--- config.mk ---
export PLATFORM = sky130hd
export DESIGN_NAME = timing_sequencer
export DESIGN_NICKNAME = d
export VERILOG_FILES = /design/src/rtl/timing_sequencer.sv
export SDC_FILE = /design/constraint.sdc
export NUM_CORES = 1
export LEC_CHECK = 0
export ABC_AREA = 1
export CAP_MARGIN = 20
export CORE_AREA = 2 2 39 41
export CTS_BUF_LIST = sky130_fd_sc_hd__clkbuf_2 sky130_fd_sc_hd__clkbuf_4 sky130_fd_sc_hd__clkbuf_8
export DETAILED_ROUTE_END_ITERATION = 10
export DIE_AREA = 0 0 41 43
export DONT_BUFFER_PORTS = 1
export HOLD_SLACK_MARGIN = 0.05
export PLACE_DENSITY = 0.68
export SYNTH_ARGS = -nofsm -noshare
export SYNTH_HDL_FRONTEND = slang
export SYNTH_SLANG_ARGS = --single-unit
--- constraint.sdc ---
create_clock -name clk -period 1.5 [get_ports clk]
set_clock_uncertainty 0.05 [all_clocks]
set_input_delay 0.3 -clock clk [delete_from_list [all_inputs] [get_ports clk]]
set_output_delay 0.3 -clock clk [all_outputs]
set_load 0.01 [all_outputs]
--- src/rtl/timing_sequencer.sv ---
// Computer-cycle timing generator: W/X/Y/Z sub-bit strobes, bit-time and
// phase counts, one-hot bit decodes, plus run/halt and single-step control.
module timing_sequencer #(
    parameter int BITS_PER_PHASE = 14,
    parameter int PHASES         = 3
) (
    input  logic                      clk,
    input  logic                      rst,
    input  logic                      run,
    input  logic                      step_req,
    output logic                      step_ack,
    output logic                      clk_w,
    output logic                      clk_x,
    output logic                      clk_y,
    output logic                      clk_z,
    output logic [3:0]                bit_time,
    output logic [BITS_PER_PHASE-1:0] bit_strobe,
    output logic [1:0]                phase,
    output logic                      cycle_end,
    output logic                      halted
);

    localparam logic [3:0] BT_LAST = 4'(BITS_PER_PHASE - 1);
    localparam logic [1:0] PH_LAST = 2'(PHASES - 1);

    typedef enum logic [1:0] {
        HALT = 2'd0,
        RUN  = 2'd1,
        STEP = 2'd2
    } state_t;

    state_t     state;
    logic [1:0] sub;
    logic       active;

    assign active    = (state != HALT);
    assign halted    = (state == HALT);
    assign clk_w     = active && (sub == 2'd0);
    assign clk_x     = active && (sub == 2'd1);
    assign clk_y     = active && (sub == 2'd2);
    assign clk_z     = active && (sub == 2'd3);
    assign cycle_end = active && (phase == PH_LAST)
                       && (bit_time == BT_LAST) && (sub == 2'd3);

    always_comb begin
        bit_strobe = '0;
        for (int i = 0; i < BITS_PER_PHASE; i++) begin
            bit_strobe[i] = active && (bit_time == 4'(i));
        end
    end

    always_ff @(posedge clk) begin
        if (rst) begin
            state    <= HALT;
            sub      <= 2'd0;
            bit_time <= 4'd0;
            phase    <= 2'd0;
            step_ack <= 1'b0;
        end else begin
            step_ack <= 1'b0;
            // Counters wrap to zero exactly at cycle_end, so HALT is
            // always entered aligned to phase 0, bit 0, W.
            if (active) begin
                sub <= sub + 2'd1;
                if (sub == 2'd3) begin
                    if (bit_time == BT_LAST) begin
                        bit_time <= 4'd0;
                        phase    <= (phase == PH_LAST) ? 2'd0 : phase + 2'd1;
                    end else begin
                        bit_time <= bit_time + 4'd1;
                    end
                end
            end
            unique case (state)
                HALT: begin
                    if (run) begin
                        state <= RUN;
                    end else if (step_req) begin
                        state <= STEP;
                    end
                end
                RUN: begin
                    if (cycle_end && !run) begin
                        state <= HALT;
                    end
                end
                STEP: begin
                    if (cycle_end) begin
                        state    <= HALT;
                        step_ack <= 1'b1;
                    end
                end
                default: state <= HALT;
            endcase
        end
    end

endmodule
* Word-level counts from Yosys, hierarchy flattened
Cells that the tools add are included.
Widths: inputs -> output; s select.
** Operators by class
- Multiplexer cells :: 8
- Eq/ne operators :: 22
- Bitwise gates (word level) :: 1
- Reductions and logical operators :: 31
- Add/subtract/negate cells :: 3
** Operators with widths (count)
- $eq 4x4->1 const B :: 6
- $logic_and 1x1->1 :: 22
- $eq 4x3->1 const B :: 4
- $mux 2 :: 5
- $eq 2x2->1 const B :: 4
- $eq 4x2->1 const B :: 2
- $pmux 2 s3 :: 1
- $reduce_and 3->1 :: 2
- $add 2x1->2 const B :: 2
- $add 4x1->4 const B :: 1
- $eq 2x1->1 const B :: 2
- $eq 4x1->1 const B :: 1
- $logic_not 2->1 :: 2
- $logic_not 4->1 :: 1
- $mux 4 :: 1
- $ne 2x2->1 const B :: 2
- $ne 3x3->1 const B :: 1
- $reduce_and 2->1 :: 1
- $reduce_bool 2->1 :: 1
- $reduce_or 2->1 :: 1
- $logic_not 1->1 :: 1
- $mux 1 :: 1
- $not 1->1 :: 1
** Storage, ports and cells
- Output and inout port bits :: 27
- Word-level logic and storage cells :: 70
- Bits of input ports :: 4
- Register bits :: 11

* Logic depth before layout (Yosys ltp)
Gate-level depths: netlist (run 1).
- Depth after elaboration :: 7
- Depth in mapped cells :: 8
- Gate-level depth less buffers :: 8

* Worst setup path after synthesis (run 1)
Ideal clock, no wire load.
- Path kind :: reg2out
- Start :: register bit_time[2]
- End :: output cycle_end
- Path slack :: 0.132 ns
- Arrival :: 1.018 ns
- Path buffers :: 0
- Required time :: 1.150 ns
- Cell stages (with the launch flop) :: 7
- Cell sequence :: dfxtp_1 -> nand2_1 -> nor2_4 -> nand2_2 -> inv_2 -> nand2_4 -> inv_1
** On the way
- Word-level cells in the longest chain between the ends :: 3
** Ends and longest elaborated chain
- from (decl) :: line 16 : output logic [3:0] bit_time,
- from (signal assigned) :: line 70 : bit_time <= bit_time + 4'd1;
- $eq 4x4->1 :: line 43 : && (bit_time == BT_LAST) && (sub == 2'd3);
- $logic_and 1x1->1 (2 in a row) :: line 43
- to (decl) :: line 19 : output logic cycle_end,
No other way between the ends.

* Worst setup path after layout (run 1)
- Start :: register state[0]
- End :: output bit_strobe[13]
** On the way
- Word-level cells in the longest chain between the ends :: 2
** Ends and longest elaborated chain
- from (decl) :: line 32 : state_t state;
- from (signal assigned) :: line 54 : state <= HALT;
- from (signal assigned) :: line 77 : state <= RUN;
- from (signal assigned) :: line 79 : state <= STEP;
- $reduce_bool 2->1 :: line 36 : assign active = (state != HALT);
- $logic_and 1x1->1 :: line 48 : bit_strobe[i] = active && (bit_time == 4'(i));
- to (decl) :: line 17 : output logic [BITS_PER_PHASE-1:0] bit_strobe,
No other way between the ends.

==> impl_results.md, run 1 <==
- First-pass GRT wire length: 2.691 mm
- Routability Congestion: 0.7230
- GRT Total Usage: 0.2361
- Fmax: 649.1 MHz
- Clock Path Buffers: 2
- Worst reg2reg setup slack: 0.15 ns
- Post-synthesis sequential area ratio: 0.3045
- Global route total overflow: 0
- Critical Path Sink Type: primary output
- Initial antenna violation count: 0
- Power share of the clock group: 0.281
- CP arrival: 1.19 ns
- Worst vdd ir: 0.6004 mV
- Pre-antenna DRT Iters: 4
- Crit path kind: reg -> out
- Die Wd: 41 um
- Clock Tree Root: clkbuf_4
- Die Area: 1763 um2
- Fin. max-slew vios: 0
- Sw frac: 0.3454
- Clock Latency Late Sink: 0.28 ns
- Dpl cell area: 780.7 um2
- Max_cap viols: 0
- Post-synthesis cell type count: 18
- Clock tree sinks: 11
- Yosys reg bits: 11
- Initial DRC count: 10
- N_diodes: 0
- YS warnings: 0
- Share of the synthesized area in the top cell type: 0.3045
- Critical path fanouts, max: 6
- Worst hold path type: in -> reg
- Failing checks: negative setup slack
- Area contributors post-synth: dfxtp_1 (30%), nor2_1 (11%), inv_1 (9.9%)
- Vias in the first global route: 673
- Worst-Margin Slew: 0.2465 ns
- Switch Pwr: 0.0002515 W
- RSZ-0062 raised after global routing: true
- Design area: 1121 um2
- Mapped Nets: 113
- Pwr Density: 649.4 nW/um2
- WL/cell: 13.57 um
- Tmin final: 1.541 ns
- Largest net degree at the start of global routing: 10
- Initial core utilization: 0.5226
- FILL cells: 81
- Syn-to-layout area delta: 55.02%
- Synthesized area per cell: 6.888 um2
- WP data required: 1.15 ns
- # rows: 14
- Remaining DRCs: 0
- Cts bufs inserted: 3
- Leading area contributor after synthesis: dfxtp_1
- Setup slack after layout: -0.04055 ns
- Leakage: 0.4841 nW
- Final Hold Vio Count: 0
- Fin crit share: 1.027
- TritonCTS clock tree: built
- Core area: 1384 um2
- Die Span Y: 43 um
- Combinational power share: 0.273
- CTS H-tree depth: 1
- Slew HR: 0.8356
- Power Total: 0.0007281 W
- Post-Route WL: 1.886 mm
- Status: finished with violations
- Port Buffer Count: 0
- CTS clk-pin slew, worst paths: 0.07 ns
- Crit path launch type: flip-flop
- Mapped Area: 723.2 um2
- Final number of setup-violating endpoints: 9
- Vias per cell: 5.245
- Pre-CTS setup slack: 0.1032 ns
- # IOs: 31
- Power Internal: 0.0004766 W
- DR vias: 729
- Post-DP HPWL: 1.191 mm
- Remaining antenna violation count: 0
- Power share of the sequential group: 0.446
- Share of layout cells above drive strength 1: 0.5935
- Nets: 132
- Cells after Synth: 105
==> sequential cells by signal, summed over array words and instances (netlist names) <==
register  flops
state         2
phase         2
sub           2
bit_time      4
step_ack      1
==> power groups by stage <==
| stage | sequential (W) | clock, W | combinational, W |
|---|---|---|---|
| after floorplan | 0.000329 | 0 | 0.0000947 |
| after detailed placement | 0.000328 | 0 | 0.000121 |
| after CTS | 0.000320 | 0.000210 | 0.000161 |
| after global routing | 0.000326 | 0.000235 | 0.000220 |
| final | 0.000325 | 0.000205 | 0.000199 |
| after global placement | 0.000328 | 0 | 0.000117 |
==> timing repair <==
item | CTS | global route
hold endpoints to repair | 4 | 0
buffers inserted | 6 | 1
endpoints found under the setup margin | 17 | 19
pin swaps | 11 | 7
hold buffers | 1 | 0
resized for setup | 34 | 41
cloned | 1 | 0
==> area by class of cell <==
| type | instances | area [um2] | share of cell area |
|---|---|---|---|
| Multi-Input combinational cell | 73 | 629.4 | 0.5614 |
| Clock buffer | 3 | 22.52 | 0.02009 |
| Sequential cell | 11 | 236.5 | 0.2109 |
| Inverter | 22 | 100.1 | 0.08929 |
| Timing Repair Buffer | 13 | 107.6 | 0.09598 |
| Clock inverter | 1 | 5.005 | 0.004464 |
| Tap cell | 16 | 20.02 | 0.01786 |
==> critical path, stage by stage (launching register included) <==
cell	delay, ns
dfxtp_4	0.37
nor2_8	0.24
inv_8	0.08
nand2_4	0.07
inv_4	0.04
buf_6	0.11
==> worst paths after layout <==
kind | end | startpoint | depth (start not counted)
worst max-delay path | bit_strobe[13] | state[0] | 5
worst min-delay path | state[0] | run | 2
worst max register to register | phase[0] | sub[1] | 6
worst min register to register | sub[0] | sub[0] | 2
==> kinds of logic after synthesis <==
family	synth area share
AOI/OAI and AO/OA	0.1523
buffers and inverters	0.1177
adders and majority gates	0.06921
DFF	0.3045
and+or+nand+nor	0.3564
==> per-layer routing <==
layer | up-vias | GRT usage | part of all wire
li1 | 363 | - | -
met5 | - | 0 | 0
met2 | 31 | 0.4125 | 0.57
met4 | 0 | 0.1600 | 0.025
met1 | 331 | 0.2255 | 0.34
met3 | 4 | 0.04712 | 0.059
==> synth_stat cells <==
cell type and instances:
nand2_1 15, nor2_4 1, ha_1 4, o21ai_2 2
nor3_2 2, dfxtp_1 11, a21oi_1 10, nand3_1 1
o21ai_0 5, inv_2 2, nor2_8 2, nand2_4 1
inv_4 1, nor2_1 22, nand2_2 3, inv_1 19
nand4_1 2, a21oi_2 2
==> metrics by stage <==
stage	setup TNS (ns)	util	hold slack [ns]	cells
finish	-0.2077	0.8101	0.1017	139
global route	-1.148	0.8101	0.08770	139
CTS	-0.2663	0.6917	0.09887	138
detailed placement	0	0.5642	0.3139	126
global placement	0	0.5642	0.3153	126
floorplan	0	-	0.3124	105
==> placed cells by master, fill, tap and decap left out, types with 5 or more instances in the layout <==
master	instances
inv_1	14
nand2_1	7
nor2_4	17
a21oi_1	10
nor2_1	5
buf_4	10
o21ai_0	5
nand2_4	8
(Power assumes the default switching activity.)
==> inputs of run 2 (changes only) <==
CTS_BUF_LIST = not set   (was sky130_fd_sc_hd__clkbuf_2 sky130_fd_sc_hd__clkbuf_4 sky130_fd_sc_hd__clkbuf_8)
SKIP_LAST_GASP = 1   (was not set)
==> results of run 2 <==
The final DEF is identical to that of run 1; final timing and power are the same.
